<file path="config.mk">
export PLATFORM = sky130hd
export DESIGN_NAME = alu_share_arbiter
export DESIGN_NICKNAME = d
export VERILOG_FILES = /design/src/rtl/alu_share_arbiter_pkg.sv /design/src/rtl/alu_share_arbiter_rr_picker.sv /design/src/rtl/alu_share_arbiter.sv
export SDC_FILE = /design/constraint.sdc
export NUM_CORES = 1
export LEC_CHECK = 0
export BUFFER_PORTS_ARGS = -buffer_cell sky130_fd_sc_hd__buf_2
export CAP_MARGIN = 20
export CORE_MARGIN = 5
export CORE_UTILIZATION = 40
export DETAILED_ROUTE_END_ITERATION = 10
export HOLD_SLACK_MARGIN = 0.15
export PLACE_DENSITY = 0.75
export SLEW_MARGIN = 20
export SYNTH_ARGS = -nofsm -noshare
export SYNTH_HDL_FRONTEND = slang
export SYNTH_SLANG_ARGS = --single-unit
</file>
<file path="constraint.sdc">
create_clock -name Clk -period 2.95 [get_ports Clk]
set_input_delay 0.7375 -clock Clk [delete_from_list [all_inputs] [get_ports Clk]]
set_output_delay 0.7375 -clock Clk [all_outputs]
set_load 0.005 [all_outputs]
</file>
<file path="src/rtl/alu_share_arbiter_pkg.sv">
// Package for the shared-ALU arbiter slice.
// Holds the ALU32Bit opcode values the arbiter cares about, the default
// control/data widths and the arbiter FSM state type.
package alu_share_arbiter_pkg;

    localparam int unsigned ALU_CTRL_W = 5;
    localparam int unsigned ALU_DATA_W = 32;

    // ALU32Bit ALUControl codes (only ALU_MUL is ever decoded by the arbiter)
    localparam logic [4:0] ALU_ADD  = 5'b00001;
    localparam logic [4:0] ALU_MUL  = 5'b00011;
    localparam logic [4:0] ALU_BEQ  = 5'b01100;
    localparam logic [4:0] ALU_BLTZ = 5'b10010;

    typedef enum logic [1:0] {
        S_IDLE = 2'd0,
        S_EXEC = 2'd1,
        S_RESP = 2'd2
    } arb_state_t;

endpackage

</file>
<file path="src/rtl/alu_share_arbiter_rr_picker.sv">
// Combinational round-robin picker.
// Picks the first asserted Valid bit at or after Ptr, wrapping modulo NUM_REQ.
// Ports:
//   Valid    in  NUM_REQ  request vector
//   Ptr      in  ID_W     index with highest priority
//   Grant    out NUM_REQ  one-hot grant (all zero when nothing valid)
//   GrantIdx out ID_W     index of the granted bit
//   Any      out 1        some Valid bit is set
module alu_share_arbiter_rr_picker #(
    parameter int unsigned NUM_REQ = 2,
    parameter int unsigned ID_W    = 3
) (
    input  logic [NUM_REQ-1:0] Valid,
    input  logic [ID_W-1:0]    Ptr,
    output logic [NUM_REQ-1:0] Grant,
    output logic [ID_W-1:0]    GrantIdx,
    output logic               Any
);

    logic [ID_W-1:0] w_idx;

    // Walk the candidate index from Ptr forward; the first valid match wins.
    always_comb begin
        Grant    = '0;
        GrantIdx = '0;
        Any      = 1'b0;
        w_idx    = Ptr;
        for (int unsigned k = 0; k < NUM_REQ; k++) begin
            for (int unsigned i = 0; i < NUM_REQ; i++) begin
                if (!Any && Valid[i] && (ID_W'(i) == w_idx)) begin
                    Grant[i] = 1'b1;
                    GrantIdx = ID_W'(i);
                    Any      = 1'b1;
                end
            end
            w_idx = (w_idx == ID_W'(NUM_REQ - 1)) ? '0 : w_idx + ID_W'(1);
        end
    end

endmodule

</file>
<file path="src/rtl/alu_share_arbiter.sv">
// Shares one ALU32Bit among NUM_REQ requesters with round-robin arbitration.
// A granted op is latched, drives the ALU from registers during EXEC, the
// ALU result is captured and returned with the requester ID in RESP.
// Optional feature macro: ALU_MUL_STALL_EN (multiply ops stay MUL_LAT cycles
// in EXEC; without it every op takes one EXEC cycle).
// Ports:
//   Clk, Reset                 clock (rising), async active-low reset
//   ReqValid/ReqReady          per-requester handshake (ReqReady one-hot)
//   ReqCtrl/ReqA/ReqB          packed per-requester op, requester i at slice i
//   AluControl/AluA/AluB       registered op to ALU32Bit
//   AluResult/AluZero          ALU32Bit outputs
//   RespValid/RespReady        response handshake
//   RespId/RespResult/RespZero response payload
//   Busy                       high whenever not IDLE
module alu_share_arbiter
    import alu_share_arbiter_pkg::*;
#(
    parameter int unsigned NUM_REQ = 2,
    parameter int unsigned CTRL_W  = ALU_CTRL_W,
    parameter int unsigned DATA_W  = ALU_DATA_W,
    parameter int unsigned ID_W    = 3,
    parameter int unsigned MUL_LAT = 3
) (
    input  logic                       Clk,
    input  logic                       Reset,
    input  logic [NUM_REQ-1:0]         ReqValid,
    output logic [NUM_REQ-1:0]         ReqReady,
    input  logic [NUM_REQ*CTRL_W-1:0]  ReqCtrl,
    input  logic [NUM_REQ*DATA_W-1:0]  ReqA,
    input  logic [NUM_REQ*DATA_W-1:0]  ReqB,
    output logic [CTRL_W-1:0]          AluControl,
    output logic [DATA_W-1:0]          AluA,
    output logic [DATA_W-1:0]          AluB,
    input  logic [DATA_W-1:0]          AluResult,
    input  logic                       AluZero,
    output logic                       RespValid,
    input  logic                       RespReady,
    output logic [ID_W-1:0]            RespId,
    output logic [DATA_W-1:0]          RespResult,
    output logic                       RespZero,
    output logic                       Busy
);

    if (NUM_REQ < 2 || NUM_REQ > 8 || (1 << ID_W) < NUM_REQ || MUL_LAT < 1) begin : g_bad_params
        $error("alu_share_arbiter: invalid parameter set");
    end

    arb_state_t          r_state, w_state_nxt;
    logic [ID_W-1:0]     r_ptr;
    logic [CTRL_W-1:0]   r_ctrl;
    logic [DATA_W-1:0]   r_a, r_b, r_result;
    logic [ID_W-1:0]     r_id;
    logic                r_zero;

    logic [NUM_REQ-1:0]  w_grant;
    logic [ID_W-1:0]     w_grant_idx;
    logic                w_any;
    logic                w_accept;
    logic                w_exec_last;
    logic [CTRL_W-1:0]   w_sel_ctrl;
    logic [DATA_W-1:0]   w_sel_a, w_sel_b;

    alu_share_arbiter_rr_picker #(
        .NUM_REQ (NUM_REQ),
        .ID_W    (ID_W)
    ) u_picker (
        .Valid    (ReqValid),
        .Ptr      (r_ptr),
        .Grant    (w_grant),
        .GrantIdx (w_grant_idx),
        .Any      (w_any)
    );

    assign w_accept = (r_state == S_IDLE) && w_any;

    // One-hot grant doubles as the operand mux select.
    always_comb begin
        w_sel_ctrl = '0;
        w_sel_a    = '0;
        w_sel_b    = '0;
        for (int unsigned i = 0; i < NUM_REQ; i++) begin
            if (w_grant[i]) begin
                w_sel_ctrl = ReqCtrl[i*CTRL_W +: CTRL_W];
                w_sel_a    = ReqA[i*DATA_W +: DATA_W];
                w_sel_b    = ReqB[i*DATA_W +: DATA_W];
            end
        end
    end

`ifdef ALU_MUL_STALL_EN
    localparam int unsigned CNT_W = (MUL_LAT > 1) ? $clog2(MUL_LAT) : 1;
    logic [CNT_W-1:0] r_mul_cnt;

    // Counter holds the remaining extra EXEC cycles; zero marks the last one.
    always_ff @(posedge Clk or negedge Reset) begin
        if (!Reset) begin
            r_mul_cnt <= '0;
        end else if (w_accept) begin
            r_mul_cnt <= (w_sel_ctrl == CTRL_W'(ALU_MUL)) ? CNT_W'(MUL_LAT - 1) : '0;
        end else if (r_state == S_EXEC && r_mul_cnt != '0) begin
            r_mul_cnt <= r_mul_cnt - 1'b1;
        end
    end

    assign w_exec_last = (r_mul_cnt == '0);
`else
    assign w_exec_last = 1'b1;
`endif

    always_ff @(posedge Clk or negedge Reset) begin
        if (!Reset) r_state <= S_IDLE;
        else        r_state <= w_state_nxt;
    end

    always_comb begin
        w_state_nxt = r_state;
        case (r_state)
            S_IDLE:  if (w_any)       w_state_nxt = S_EXEC;
            S_EXEC:  if (w_exec_last) w_state_nxt = S_RESP;
            S_RESP:  if (RespReady)   w_state_nxt = S_IDLE;
            default: w_state_nxt = S_IDLE;
        endcase
    end

    always_ff @(posedge Clk or negedge Reset) begin
        if (!Reset) begin
            r_ptr    <= '0;
            r_ctrl   <= '0;
            r_a      <= '0;
            r_b      <= '0;
            r_id     <= '0;
            r_result <= '0;
            r_zero   <= 1'b0;
        end else begin
            if (w_accept) begin
                r_ctrl <= w_sel_ctrl;
                r_a    <= w_sel_a;
                r_b    <= w_sel_b;
                r_id   <= w_grant_idx;
            end
            if (r_state == S_EXEC && w_exec_last) begin
                r_result <= AluResult;
                r_zero   <= AluZero;
            end
            // Priority moves just past the requester that was served.
            if (r_state == S_RESP && RespReady) begin
                r_ptr <= (r_id == ID_W'(NUM_REQ - 1)) ? '0 : r_id + ID_W'(1);
            end
        end
    end

    assign ReqReady   = (r_state == S_IDLE) ? w_grant : '0;
    assign AluControl = r_ctrl;
    assign AluA       = r_a;
    assign AluB       = r_b;
    assign RespValid  = (r_state == S_RESP);
    assign RespId     = r_id;
    assign RespResult = r_result;
    assign RespZero   = r_zero;
    assign Busy       = (r_state != S_IDLE);

endmodule

</file>
==> impl_metrics.json, run 1 <==
{
  "track_usage": 0.210,
  "worstPathCellList": "nor2_4 > and3_1 > buf_2",
  "start_kind": "flop",
  "internal_power_uw": 4300,
  "hold_viol": 0,
  "htreeDepth": 3,
  "synth_warnings": 0,
  "cts_setup_buffers": 0,
  "clock_latency_ns": 0.34,
  "clkPwrFrac": 0.183,
  "final_antenna_net_count": 0,
  "cap_violations": 0,
  "yosysSeqAreaShare": 0.558,
  "cellPowerDensity_nw_per_um2": 1050,
  "drive_gt1_frac": 0.530,
  "drt_iter0_drc": 218,
  "grt_max_degree": 70,
  "ir_drop_v": 0.000525,
  "ff2ff_setup_slack_ns": 1.26,
  "syn_inst": 415,
  "finalNetCount": 846,
  "die_area_um2": 14200,
  "cp_slowest_cell": "dfrtp_1",
  "switching_share": 0.367,
  "max_slew_margin": 0.529,
  "grt_antenna_before_repair": 0,
  "period_minus_slack_ns": 2.21,
  "gp_congestion": 0.777,
  "area_growth_pct": 36.4,
  "n_antenna_cell": 0,
  "finalMaxSlewViolations": 0,
  "worst_pin_slew_ns": 0.706,
  "clockBufferDepth": 2,
  "drt-pass1-iter-count": 4,
  "cp-end-kind": "primary output",
  "rows": 39,
  "regToRegStartpoint": "r_ptr[0]$_DFFE_PN0P_",
  "clock_skew_ns": 0.00840,
  "crit_type": "flop to primary output",
  "crit_required_ns": 2.21,
  "finalSetupViolations": 0,
  "seq_power_share": 0.391,
  "comb_power_share": 0.425,
  "start_util": 0.413,
  "grt_pass1_vias": 4851,
  "netlist_area_um2": 4750,
  "place_hpwl_um": 11300,
  "grt_pass1_wl_um": 24300,
  "p_leak_uw": 0.00305,
  "cts.sinks": 106,
  "synth_area_leaders": "dfrtp_1 56%, a21oi_1 13%, a32oi_1 13%",
  "fp.dieH_um": 119,
  "synth_cell_types": 23,
  "numPortBuffers": 282,
  "yosysTopAreaCell": "dfrtp_1",
  "crit_path_max_incr_delay_ns": 0.43,
  "cts_tree": "done",
  "arrival_ns": 1.48,
  "fin_setup_tns_ns": 0,
  "overflow": 0,
  "coreArea_um2": 11500,
  "clock.fmax_ghz": 0.452,
  "switchingPower_uw": 2490,
  "status": "finished, final reports clean",
  "drc": 0,
  "synth_area_per_cell_um2": 11.5,
  "hold_buffers": 0,
  "synth-seq-cells": 106,
  "routed_via_density": 5.52,
  "wl_per_cell_um": 18.5,
  "crit_path_max_fanout": 14,
  "reg2reg_depth": 4,
  "die_x_um": 119,
  "boundaryPins": 285,
  "cts_root_buffer": "clkbuf_16",
  "yosysTopAreaCellShare": 0.558,
  "r2r-end": "AluA[31]$_DFFE_PN0P_",
  "vias": 4506,
  "cp_top_family": "simple AND/OR/NAND/NOR gates",
  "period_share": 0.751,
  "fin_util": 0.563,
  "wirelength_um": 15100,
  "clk_pin_slew_worst_paths_ns": 0.07,
  "cts_resized": 0,
  "numCtsBuffers": 9,
  "worstHoldPathType": "input pin to async pin",
  "cp_num_buf_inv": 1,
  "rsz0062_at_grt": "false"
}
==> per-layer routing <==
metal,vias to the layer above,GRT usage,wire (um)
li1,2101,-,-
met1,2158,0.234,5490
met2,224,0.368,7850
met3,23,0.0810,1500
met4,0,0.0702,265
met5,-,0,0
==> cell families (layout without fill, tap and decap cells) <==
kind of cell | after synthesis | after routing | share of synthesized area
mux | 33 | 33 | 0.0782
other cells | 1 | 2 | 0.000789
buf+inv | 54 | 312 | 0.0635
simple gates | 10 | 10 | 0.0129
compound gates | 211 | 211 | 0.286
flops | 106 | 106 | 0.558
==> synth_stat cells (all sizes together) <==
cell type and count:
mux2 33, o21ai 2, inv 3, dfrtp 106, or2 1, a21boi 1, and2 1, nand2 2
a21oi 138, buf 20, a32oi 69, a21o 1, clkbuf 31, and3 1, nand3b 1, conb 1
nor2 1, nand2b 3
==> worst max-delay path by stage <==
stage,cells past startpoint,start,slack [ns],to
global placement,4,ReqValid[1],0.79,ReqReady[0]
CTS,3,r_state[1]$_DFFE_PN0P_,0.71,ReqReady[1]
detailed placement,3,ReqValid[1],0.77,ReqReady[1]
finish,3,r_state[1]$_DFFE_PN0P_,0.74,ReqReady[1]
floorplan,4,ReqValid[1],0.69,ReqReady[0]
global route,3,r_state[1]$_DFFE_PN0P_,0.62,ReqReady[1]
==> registers in the layout (all words and copies together), names as in the netlist <==
signal,flops
AluA,32
AluB,32
RespResult,32
AluControl,5
r_state,2
RespId,1
RespZero,1
r_ptr,1
==> placed cells by master, fill, tap and decap left out <==
master     Yosys  final
o21ai_0        2      2
nand2b_2       0      1
nand3b_1       1      1
clkbuf_1      31      1
a21o_1         1      1
conb_1         1      2
buf_12         0      1
clkinv_2       0      2
a21oi_2       10     10
nand2b_1       3      2
buf_2          7    281
nand2_1        1      1
dfrtp_1      106    106
a21boi_4       0      1
mux2_2        33     33
inv_2          1      1
and2_1         1      1
clkbuf_16      0      9
a21oi_1      128    128
nand2_2        1      1
buf_4          2     12
or2_2          0      1
inv_6          0      1
and3_1         1      1
nor2_4         0      1
bufinv_16      0      2
a32oi_1       69     69
inv_1          2      2
==> power groups by stage <==
stage	Clock (uW)	Sequential (uW)	Combinational (uW)
final	1250	2660	2890
after global routing	1350	2750	3220
after CTS	1280	2660	2930
after detailed placement	0	2660	2940
after global placement	0	2640	2830
after floorplan	0	2690	1610
==> layout make-up <==
cell class                 instances  area [um2]
clock buffer                      10         229
clock inverter                     5        78.8
fill                             988        5030
inverter                           3        11.3
multi-input combinational        256        1820
sequential                       106        2650
tap                              143         179
timing repair buffer             294        1520
==> through the flow <==
| step | power (uW) | instance area [um2] | cells | setup WS [ns] | hold slack, ns |
|---|---|---|---|---|---|
| after floorplan | 4300 | 4760 | 416 | 0.694 | 0.442 |
| after global placement | 5470 | 6180 | 802 | 0.792 | 0.483 |
| after detailed placement | 5600 | 6180 | 802 | 0.770 | 0.488 |
| after CTS | 6870 | 6480 | 817 | 0.712 | 0.283 |
| after global routing | 7310 | 6480 | 817 | 0.620 | 0.291 |
| final | 6790 | 6480 | 817 | 0.736 | 0.287 |
Note: power is estimated with default switching activity, not from simulation.
==> run 2, diff against run 1 <==
==> constraint.sdc (replaced) <==
create_clock -name Clk -period 2.1 [get_ports Clk]
set_input_delay 0.525 -clock Clk [delete_from_list [all_inputs] [get_ports Clk]]
set_output_delay 0.525 -clock Clk [all_outputs]
set_load 0.005 [all_outputs]
==> run 2 against run 1 <==
Compared with the run above: first-iteration DRC count shrank 10%; global-route usage about the same; critical path depth did not move; combinational power up 42%; sequential cell count unchanged; cell count up 0.61%; total power rose by 41%; sequential share of layout area down 0.34 points; clock skew down 0.00062 ns; largest power group unchanged.
==> impl_metrics.json, run 2 (same netlist as run 1, synthesis figures left out) <==
{
  "fin_util": 0.568,
  "fin_setup_tns_ns": 0,
  "hold_viol": 0,
  "path_depth": 3,
  "die_x_um": 119,
  "routed_via_density": 5.40,
  "period_share": 0.880,
  "numCtsBuffers": 9,
  "crit_required_ns": 1.57,
  "fin_area_um2": 6540,
  "clock.fmax_ghz": 0.541,
  "switchingPower_uw": 3580,
  "crit_type": "flop to primary output",
  "boundaryPins": 285,
  "grt_pass1_wl_um": 24300,
  "drc": 0,
  "cap_violations": 0,
  "p_leak_uw": 0.00307,
  "die_area_um2": 14200,
  "ir_drop_v": 0.000882,
  "cellPowerDensity_nw_per_um2": 1460,
  "drive_gt1_frac": 0.532,
  "clock_latency_ns": 0.34,
  "coreArea_um2": 11500,
  "gp_congestion": 0.780,
  "final_cell_mix": "281 x buf_2, 128 x a21oi_1, 106 x dfrtp_1",
  "overflow": 0,
  "cp_slowest_cell": "dfrtp_1",
  "whs_path_depth": 2,
  "clk_pin_slew_worst_paths_ns": 0.07,
  "cts_root_buffer": "clkbuf_16",
  "numPortBuffers": 282,
  "drt_iter0_drc": 196,
  "hold_buffers": 1,
  "cts_setup_buffers": 0,
  "reg2reg_depth": 5,
  "start_util": 0.413,
  "worst_pin_slew_ns": 0.535,
  "start_kind": "flop",
  "finalMaxSlewViolations": 0,
  "seq_power_share": 0.390,
  "final_common_cell": "buf_2",
  "period_minus_slack_ns": 1.85,
  "grt_pass1_vias": 4778,
  "vias": 4442,
  "cts_tree": "done",
  "cts_resized": 0,
  "rsz0062_at_grt": "false",
  "clkPwrFrac": 0.181,
  "max_slew_margin": 0.643,
  "place_inst": 804,
  "grt_max_degree": 70,
  "clock_skew_ns": 0.00777,
  "area_growth_pct": 37.6,
  "crit_path_max_fanout": 3,
  "place_hpwl_um": 11300,
  "wirelength_um": 15100,
  "arrival_ns": 1.32,
  "grt_antenna_before_repair": 1,
  "cp_num_buf_inv": 1,
  "rows": 39,
  "crit_path_max_incr_delay_ns": 0.43,
  "wl_per_cell_um": 18.3,
  "worstPathCellList": "nand2b_2 > and3_1 > buf_2",
  "dpl_cell_area_um2": 6220,
  "stdcell_count": 822,
  "cts.sinks": 106,
  "finalSetupViolations": 0,
  "finalNetCount": 849,
  "internal_power_uw": 5980,
  "comb_power_share": 0.429,
  "track_usage": 0.210,
  "htreeDepth": 3,
  "fp.dieH_um": 119,
  "power_uw": 9560,
  "status": "finished, final reports clean",
  "cp-end-kind": "primary output",
  "worstHoldPathType": "input pin to flop",
  "clockBufferDepth": 2,
  "switching_share": 0.374,
  "ff2ff_setup_slack_ns": 0.61,
  "final_antenna_net_count": 0,
  "cp_top_family": "flip-flops",
  "drt-pass1-iter-count": 4
}
run 2: layout make-up:
class / instances / area [um2]
Antenna cell: 1 / 2.50
Clock buffer: 9 / 225
Clock inverter: 7 / 83.8
Fill cell: 996 / 4980
Inverter: 3 / 11.3
Multi-Input combinational cell: 256 / 1820
Sequential cell: 106 / 2650
Tap cell: 143 / 179
Timing Repair Buffer: 297 / 1570
run 2: worst register-to-register path, stage by stage, from the launching register on:
cell	delay [ns]
dfrtp_1	0.44
nor2_4	0.21
nand2_2	0.10
inv_2	0.18
buf_12	0.29
a21oi_1	0.14
run 2: stage by stage:
stage | setup WS (ns) | hold slack [ns]
after CTS | 0.240 | 0.388
final | 0.252 | 0.399
after global placement | 0.384 | 0.483
after detailed placement | 0.356 | 0.487
after floorplan | 0.269 | 0.229
after global routing | 0.191 | 0.399
run 2: power groups by stage:
stage,combinational [uW],clock [uW],sequential [uW]
final,4100,1730,3730
after global routing,4570,1880,3860
after CTS,4160,1780,3720
after detailed placement,4180,0,3740
after global placement,4000,0,3700
after floorplan,2260,0,3780
run 2: path summary, 6_finish.rpt:
path / from / end
max reg2reg: r_state[1]$_DFFE_PN0P_ / AluA[0]$_DFFE_PN0P_
min in group asynchronous: Reset / RespResult[20]$_DFFE_PN0N_
max in group asynchronous: Reset / AluA[22]$_DFFE_PN0P_
min: RespReady / r_state[1]$_DFFE_PN0P_
min reg2reg: RespResult[22]$_DFFE_PN0N_ / RespResult[22]$_DFFE_PN0N_
max: r_ptr[0]$_DFFE_PN0P_ / ReqReady[1]
run 2: layer usage:
metal	routed length, um	GRT usage	share of wire	up-vias
li1	-	-	-	2105
met1	5610	0.235	0.37	2103
met2	7700	0.368	0.51	215
met3	1500	0.0773	0.10	19
met4	253	0.0753	0.017	0
met5	0	0	0	-
==> run 3, diff against run 2 <==
--- a/config.mk
+++ b/config.mk
@@ -5,13 +5,15 @@
 export SDC_FILE = /design/constraint.sdc
 export NUM_CORES = 1
 export LEC_CHECK = 0
-export BUFFER_PORTS_ARGS = -buffer_cell sky130_fd_sc_hd__buf_2
+export BUFFER_PORTS_ARGS = -buffer_cell sky130_fd_sc_hd__clkbuf_2
 export CAP_MARGIN = 20
+export CELL_PAD_IN_SITES_DETAIL_PLACEMENT = 1
+export CELL_PAD_IN_SITES_GLOBAL_PLACEMENT = 2
 export CORE_MARGIN = 5
-export CORE_UTILIZATION = 40
+export CORE_UTILIZATION = 25
 export DETAILED_ROUTE_END_ITERATION = 10
 export HOLD_SLACK_MARGIN = 0.15
-export PLACE_DENSITY = 0.75
+export PLACE_DENSITY = 0.8
 export SLEW_MARGIN = 20
 export SYNTH_ARGS = -nofsm -noshare
 export SYNTH_HDL_FRONTEND = slang
==> run 3 against run 2 <==
Compared with the run above: sequential cell count is the same; utilization shrank 21 points; cell count grew 11%; clock power grew 9.8%; largest cell class unchanged.
==> impl_metrics.json, run 3 (same netlist as run 1, synthesis figures left out) <==
{
  "status": "finished, final reports clean",
  "reg2reg_depth": 4,
  "cts_tree": "done",
  "ir_drop_v": 0.000576,
  "crit_path_start": "r_state[1]$_DFFE_PN0P_",
  "whs_path_depth": 2,
  "worstHoldPathType": "input pin to flop",
  "clockBufferDepth": 2,
  "final_cell_mix": "281 x clkbuf_2, 128 x a21oi_1, 106 x dfrtp_1",
  "p_leak_uw": 0.00315,
  "fin_area_um2": 6670,
  "coreArea_um2": 18700,
  "final_antenna_net_count": 0,
  "clock.fmax_ghz": 0.518,
  "die_x_um": 148,
  "hold_viol": 0,
  "overflow": 0,
  "drt_iter0_drc": 110,
  "crit_required_ns": 1.57,
  "rsz0062_at_grt": "false",
  "r2r-end": "AluA[9]$_DFFE_PN0P_",
  "place_hpwl_um": 12900,
  "grt_antenna_before_repair": 2,
  "clock_skew_ns": 0.0125,
  "period_share": 0.920,
  "drive_gt1_frac": 0.532,
  "finalNetCount": 848,
  "start_util": 0.254,
  "comb_power_share": 0.423,
  "die_area_um2": 21900,
  "track_usage": 0.154,
  "switching_share": 0.379,
  "fin_setup_tns_ns": 0,
  "cts.sinks": 106,
  "rows": 50,
  "vias": 4561,
  "start_kind": "flop",
  "arrival_ns": 1.41,
  "cts_setup_buffers": 0,
  "dpl_cell_area_um2": 6320,
  "period_minus_slack_ns": 1.93,
  "final_common_cell": "clkbuf_2",
  "clk_pin_slew_worst_paths_ns": 0.08,
  "boundaryPins": 285,
  "min_from": "AluResult[2]",
  "cap_violations": 0,
  "ff2ff_setup_slack_ns": 0.62,
  "cts_root_buffer": "clkbuf_16",
  "switchingPower_uw": 3720,
  "area_growth_pct": 40.3,
  "wirelength_um": 17300,
  "numCtsBuffers": 9,
  "internal_power_uw": 6090,
  "clkPwrFrac": 0.194,
  "htreeDepth": 3,
  "place_inst": 894,
  "n_antenna_cell": 0,
  "gp_congestion": 0.718,
  "wl_per_cell_um": 19.0,
  "finalSetupViolations": 0,
  "stdcell_count": 911,
  "drt-pass1-iter-count": 4,
  "crit_type": "flop to primary output",
  "grt_pass1_wl_um": 27400,
  "fp.dieH_um": 148,
  "clock_latency_ns": 0.35,
  "finalMaxSlewViolations": 0,
  "regToRegStartpoint": "r_state[1]$_DFFE_PN0P_",
  "crit_path_max_fanout": 6,
  "grt_pass1_vias": 5153,
  "routed_via_density": 5.01,
  "cp-end-kind": "primary output",
  "hold_path_end": "RespResult[2]$_DFFE_PN0N_",
  "drc": 0,
  "cellPowerDensity_nw_per_um2": 1470,
  "numPortBuffers": 282,
  "grt_max_degree": 70,
  "seq_power_share": 0.383
}
run 3: cell types whose count changed in the layout (fill, tap and decap cells not counted), sizes merged:
| cell | before | now |
|---|---|---|
| clkbuf | 9 | 290 |
| bufinv | 1 | 2 |
| diode | 1 | 0 |
| inv | 7 | 6 |
| buf | 296 | 14 |
run 3: worst max path at each step:
stage	to	slack, ns
final	ReqReady[1]	0.17
after global routing	ReqReady[1]	0.07
after CTS	ReqReady[1]	0.14
after detailed placement	AluControl[1]$_DFFE_PN0P_	0.19
after global placement	ReqReady[0]	0.27
after floorplan	ReqReady[0]	0.27
run 3: layout make-up:
class                   count  area [um2]
inverters                   3        11.3
clock inverters             7         110
well taps                 234         293
repair buffers            296        1560
fillers                  2199       12000
flip-flops and latches    106        2650
clock buffers               9         225
multi-input cells         256        1820
run 3: metrics by stage:
stage / power, uW / setup WS [ns] / utilization / hold WS, ns
final: 9810 / 0.168 / 0.356 / 0.398
after global routing: 10600 / 0.0738 / 0.356 / 0.375
after CTS: 10000 / 0.137 / 0.356 / 0.384
after detailed placement: 8060 / 0.194 / 0.338 / 0.446
after global placement: 7810 / 0.273 / 0.338 / 0.435
after floorplan: 6040 / 0.269 / - / 0.229
run 3: repair_timing:
item / 4_1_cts / 5_1_grt
gates resized for setup: 0 / 0
endpoints found under the hold margin: 21 / 0
hold buffers: 1 / 0
run 3: power groups by stage:
stage,Sequential [uW],Combinational (uW),Clock (uW)
final,3760,4150,1900
after global routing,3900,4630,2060
after CTS,3770,4270,1980
after detailed placement,3790,4270,0
after global placement,3750,4070,0
after floorplan,3780,2260,0
run 3: worst max-delay path: stages (launching register included):
cell,delay [ns]
dfrtp_1,0.43
nor2_4,0.22
and3_1,0.27
clkbuf_2,0.15
run 3: metal layers:
layer / up-vias / track usage / part of all wire
met5: - / 0 / 0.0012
met2: 185 / 0.265 / 0.49
met4: 4 / 0.0282 / 0.0064
li1: 2110 / - / -
met1: 2251 / 0.182 / 0.40
met3: 11 / 0.0650 / 0.10
